### src/rtl/mem_port_arbiter.sv
// Single-ported memory bus arbiter between fetch (IF) and data (MEM) requesters.
// One transaction at a time, data side preferred, fetch protected by a starvation guard.
//
// state | meaning
// IDLE  | no transaction; arbitrate between requesters
// BUS   | transaction presented on the bus, waiting for bus_ready
// RESP  | one-cycle ready pulse to the owner; no grant made here
module mem_port_arbiter #(
    parameter int STARVE_LIMIT = 4
) (
    input  logic        clk,
    input  logic        rstn,
    input  logic        if_req,
    input  logic [31:0] if_addr,
    input  logic        if_kill,
    output logic [31:0] if_rdata,
    output logic        if_ready,
    output logic        if_stall,
    input  logic        mem_req,
    input  logic        mem_we,
    input  logic [31:0] mem_addr,
    input  logic [31:0] mem_wdata,
    input  logic [3:0]  mem_wstrb,
    output logic [31:0] mem_rdata,
    output logic        mem_ready,
    output logic        mem_stall,
    output logic        bus_valid,
    output logic        bus_we,
    output logic [31:0] bus_addr,
    output logic [31:0] bus_wdata,
    output logic [3:0]  bus_wstrb,
    input  logic        bus_ready,
    input  logic [31:0] bus_rdata
);

    localparam int CNT_W = $clog2(STARVE_LIMIT + 1);
    localparam logic [CNT_W-1:0] CNT_MAX = CNT_W'(STARVE_LIMIT);

    localparam logic [1:0] ST_IDLE = 2'd0;
    localparam logic [1:0] ST_BUS  = 2'd1;
    localparam logic [1:0] ST_RESP = 2'd2;

    logic [1:0]       state;
    logic             owner;
    logic [CNT_W-1:0] starve_cnt;
    logic             killed;
    logic             if_ready_r;
    logic             if_eff;
    logic             mem_win;
    logic             any_req;

    assign if_eff  = if_req & ~if_kill;
    assign any_req = mem_req | if_eff;
    assign mem_win = mem_req & (~if_eff | (starve_cnt < CNT_MAX));

    assign bus_valid = (state == ST_BUS);
    // A kill arriving during the ready cycle still suppresses the pulse.
    assign if_ready  = if_ready_r & ~if_kill;
    assign if_stall  = if_req & ~if_ready;
    assign mem_stall = mem_req & ~mem_ready;

    always_ff @(posedge clk or negedge rstn) begin
        if (!rstn) begin
            state      <= ST_IDLE;
            owner      <= 1'b0;
            starve_cnt <= '0;
            killed     <= 1'b0;
            if_ready_r <= 1'b0;
            mem_ready  <= 1'b0;
            if_rdata   <= '0;
            mem_rdata  <= '0;
            bus_we     <= 1'b0;
            bus_addr   <= '0;
            bus_wdata  <= '0;
            bus_wstrb  <= '0;
        end else begin
            if_ready_r <= 1'b0;
            mem_ready  <= 1'b0;
            case (state)
                ST_IDLE: begin
                    if (any_req) begin
                        state <= ST_BUS;
                        owner <= mem_win;
                        if (mem_win) begin
                            bus_we    <= mem_we;
                            bus_addr  <= mem_addr;
                            bus_wdata <= mem_wdata;
                            bus_wstrb <= mem_we ? mem_wstrb : 4'b0000;
                            if (!if_eff)
                                starve_cnt <= '0;
                            else if (starve_cnt != CNT_MAX)
                                starve_cnt <= starve_cnt + CNT_W'(1);
                        end else begin
                            bus_we     <= 1'b0;
                            bus_addr   <= if_addr;
                            bus_wdata  <= '0;
                            bus_wstrb  <= 4'b0000;
                            starve_cnt <= '0;
                        end
                    end
                end
                ST_BUS: begin
                    if (!owner && if_kill)
                        killed <= 1'b1;
                    if (bus_ready) begin
                        state <= ST_RESP;
                        if (owner) begin
                            mem_rdata <= bus_we ? 32'h0 : bus_rdata;
                            mem_ready <= 1'b1;
                        end else begin
                            if_rdata   <= bus_rdata;
                            if_ready_r <= ~(killed | if_kill);
                        end
                    end
                end
                ST_RESP: begin
                    state  <= ST_IDLE;
                    killed <= 1'b0;
                end
                default: state <= ST_IDLE;
            endcase
        end
    end

endmodule
### config.mk
export PLATFORM = sky130hd
export DESIGN_NAME = mem_port_arbiter
export DESIGN_NICKNAME = d
export VERILOG_FILES = /design/src/rtl/mem_port_arbiter.sv
export SDC_FILE = /design/constraint.sdc
export NUM_CORES = 1
export LEC_CHECK = 0
export CAP_MARGIN = 40
export CORE_MARGIN = 4
export CORE_UTILIZATION = 43
export CTS_BUF_LIST = sky130_fd_sc_hd__clkbuf_8
export CTS_CLUSTER_SIZE = 12
export DETAILED_ROUTE_END_ITERATION = 8
export PLACE_DENSITY = 0.92
export SYNTH_ARGS = -nofsm -noshare
export SYNTH_HDL_FRONTEND = slang
export SYNTH_SLANG_ARGS = --single-unit
### constraint.sdc
create_clock -name clk -period 1.93 [get_ports clk]
set_input_delay 0.579 -clock clk [delete_from_list [all_inputs] [get_ports clk]]
set_output_delay 0.579 -clock clk [all_outputs]
set_load 0.1 [all_outputs]
# Word-level counts from Yosys, hierarchy flattened
# Cells that the tools add are included.
# totals
input_bits,139
regBits,142
out_inout_bits,138
word_cells,65
# op_classes
muxes,20
bitwise_logic,14
add_sub_neg,1
reduce_logical,10
order_cmp,1
eq_ne,7
# op_table
cell,count
2-to-1 mux 32 bit,3
2-to-1 mux 3 bit,3
AND reduction 3 bit,3
2-to-1 mux 1 bit,8
2-to-1 mux 4 bit,2
inverter 1 bit,6
AND reduction 2 bit,3
bitwise AND 1 bit,5
2-to-1 mux 2 bit,2
"inequality test 2 x 1 -> 1 bit, second input constant",2
one-hot mux 2 bit (2 select lines),1
"adder 3 x 1 -> 3 bit, second input constant",1
"< comparator 3 bit, second input constant",1
"inequality test 3 x 2 -> 1 bit, second input constant",1
"inequality test 3 bit, second input constant",1
bitwise OR 1 bit,3
"== test 2 x 1 -> 1 bit, second input constant",1
"== test 2 bit, second input constant",1
logical NOT 2 bit,1
"inequality test 2 bit, second input constant",1
one-hot mux 1 bit (2 select lines),1
nonzero test 2 bit,1
logical AND 1 bit,1
logical NOT 1 bit,1

# Depth between registers and ports, before layout
# depth
ltp_word,7
ltp_mapped,6
depth_no_buf,5

# Worst setup path after synthesis
# Ideal clock, no wire load.
# synth_path
path_kind,input port to output port
from,input port if_kill
to,output port if_stall
path_slack_ps,-1567
n_path_buf,0
arrival_ps,2918
required_ps,1351
path_stages,2
cell_sequence,nor2b_1 > nor2b_1
# synth_between
elab_chain_cells,4
# synth_rtl
item,line,source
"start, declared",15,"input logic if_kill,"
inverter 1 bit,58,assign if_ready = if_ready_r & ~if_kill;
bitwise AND 1 bit,58,
inverter 1 bit,59,assign if_stall = if_req & ~if_ready;
bitwise AND 1 bit,59,
"end, declared",18,"output logic if_stall,"
# Every way passes these cells.

# Worst setup path after layout
# layout_path
from,input port if_kill
to,output port if_ready
# layout_between
elab_chain_cells,2
# layout_rtl
item,line,source
inverter 1 bit,58,
bitwise AND 1 bit,58,
"end, declared",17,"output logic if_ready,"
# Every way passes these cells.

==> flow_summary.toml <==
[layout]
final_common_cell = "buf_12"
final_cells = 1025
nNetsFinal = 973
area_delta_synth_final_pct = 79.8
final_cell_mix = "145 x buf_12, 140 x dfrtp_1, 134 x clkdlybuf4s50_1"
drive_above_1_share_pct = 29.1
antenna_cells = 0

[placed_design]
gp_congestion = 0.881
dp.cells = 990
place_hpwl_um = 15800
port_buffers = 276

[die]
rows = 43
core_area_sq_um = 14000
pin_count = 277
die_h_um = 128
die_w_um = 128
initial_core_util_pct = 44.1
die-area_sq_um = 16300

[hold_path]
min_path_type = "reg2reg"
hold_depth = 1

[grt]
antenna_found_initial = 0
grt_pass1_wl_um = 32300
grt_pass1_vias = 5993
grtUsageTotal_pct = 25.7
grt_overflow = 0
grt_max_degree = 66

[setup_path]
cp-start-kind = "primary input"
required_ps = 1350
worstRegToRegCells = 6
crit_chain = "clkdlybuf4s15_1 > nor2b_4 > buf_4 > buf_12"
crit_path_end_kind = "primary output"
cpPeakStageDelay_ps = 260
cp.arrival_ps = 1340
criticalPathCategory = "in2out"
cp_slowest_cell = "clkdlybuf4s15_1"
cp_max_fo = 5

[synth]
synth_fp_nets = 693
syn_inst = 552
ys_types = 25
ys.flop_type = "dfrtp_1"
synth_edf_count = 0
syn_area_sq_um = 6170
yosysWarnings = 0
seq_area_frac_synth_pct = 57.5
synth_seq_cells = 142
avgSynthCellArea_sq_um = 11.2
synthArstFlopShare_pct = 100

[route]
viasPerCell = 5.49
drc = 0
wirelength_um = 20800
wl_per_cell_um = 20.3
ant_nets = 0
firstDrtPassIters = 5
drtIter0Drc = 469
vias = 5625

[flow_run]
cap_violations = 0

[timing]
finalSetupViolCount = 0
layout_worst_path_cycle_share_pct = 99.3
finalHoldViolCount = 0
worst_slew_pin_slew_ps = 336
period_needed_ps = 1920
relSlewSlack_pct = 77.6
rsz0062_at_grt = "no"
clock_skew_ps = 6.68
slew_viol_final = 0
fmax_ghz = 0.522

[cts]
cts.sinks = 142
cts_root_buffer = "clkbuf_8"
path_clk_slew_ps = 80
h-tree-depth = 4
cts_tree = "yes"
insertion_delay_ps = 450
cts_buffer_depth = 2
cts_buffers = 17

[outcome]
status = "finished, final reports clean"
-- metrics by stage --
stage | setup TNS [ps] | util, % | cell area, sq um | hold slack, ps | setup slack [ps]
after global placement | -16780 | 76.3 | 10700 | 450 | -209
after global routing | 0 | 79.4 | 11100 | 496 | 0.693
after CTS | 0 | 79.3 | 11100 | 466 | 2.67
final | 0 | 79.4 | 11100 | 471 | 12.6
after floorplan | -179 | - | 6210 | 283 | -179
after detailed placement | -20990 | 76.3 | 10700 | 444 | -290
-- area by class of cell --
cell class	count	area, sq um
Tap cell	180	225
Timing Repair Buffer	310	4490
Sequential cell	142	3560
Clock buffer	19	262
Fill cell	754	2890
Clock inverter	13	138
Multi-Input combinational cell	321	2280
Inverter	40	153
-- cell families after synthesis --
logic type      count (synthesis)  share of synthesized area [%]
compound gates                173                           19.9
fa+ha+maj                       2                          0.405
buf+inv                        89                           6.16
flops                         142                           57.5
mux                            32                           5.84
simple gates                  114                           10.2
-- sequential cells by signal (all words and copies together) (netlist names) --
name,flops
mem_rdata,32
bus_wstrb,4
mem_ready,1
state,2
if_ready_r,1
owner,1
bus_addr,32
starve_cnt,3
killed,1
bus_wdata,32
bus_we,1
if_rdata,32
-- timing repair --
item                                   in CTS  in global routing
hold buffers                                1                  0
gates resized for setup                     6                  2
setup endpoints to repair                   4                  2
endpoints found under the hold margin      29                  0
setup buffers                               2                  0
-- Yosys cell counts, drive strengths merged, types with 2 or more instances --
library cell  number  area [sq um]
nor4               2          12.5
a22o              35           307
nor2b              3          18.8
a21o               3          22.5
dfrtp            142          3550
ha                 2          25.0
inv               40           150
o21ai             66           330
nand2b            33           206
nand2             34           128
clkbuf            32           120
mux2              32           360
a221oi            32           280
nand3b             2          15.0
and2              32           200
nor2               4          15.0
a32o               4          40.0
a22oi             32           240
buf               17           110
-- worst max-delay path, delay by kind of cell --
kind | cells | cell delay (ps)
and+or+nand+nor | 1 | 190
buffers and inverters | 3 | 560
-- layer usage --
| metal | up-vias | global-route usage (%) | routed length, um | part of all wire [%] |
|---|---|---|---|---|
| met4 | 0 | 15.2 | 1100 | 5.3 |
| met1 | 2749 | 27.8 | 7440 | 36 |
| met3 | 67 | 6.96 | 1370 | 6.6 |
| li1 | 2529 | - | - | - |
| met2 | 280 | 44.9 | 10900 | 52 |
| met5 | - | 0 | 0 | 0 |
-- worst paths after layout --
kind / start / slack (ps) / end
worst max register to register: state[0] / 270 / bus_wstrb[3]
min in group asynchronous: rstn / 590 / bus_addr[25]
worst max-delay path: if_kill / 10 / if_ready
worst min register to register: killed / 470 / if_ready_r
max in group asynchronous: rstn / 740 / mem_rdata[21]
worst min-delay path: killed / 470 / if_ready_r
Power is left out: the tool's default activity adds up to more than one toggle a clock period on the data nets, which glitch-free logic cannot reach.
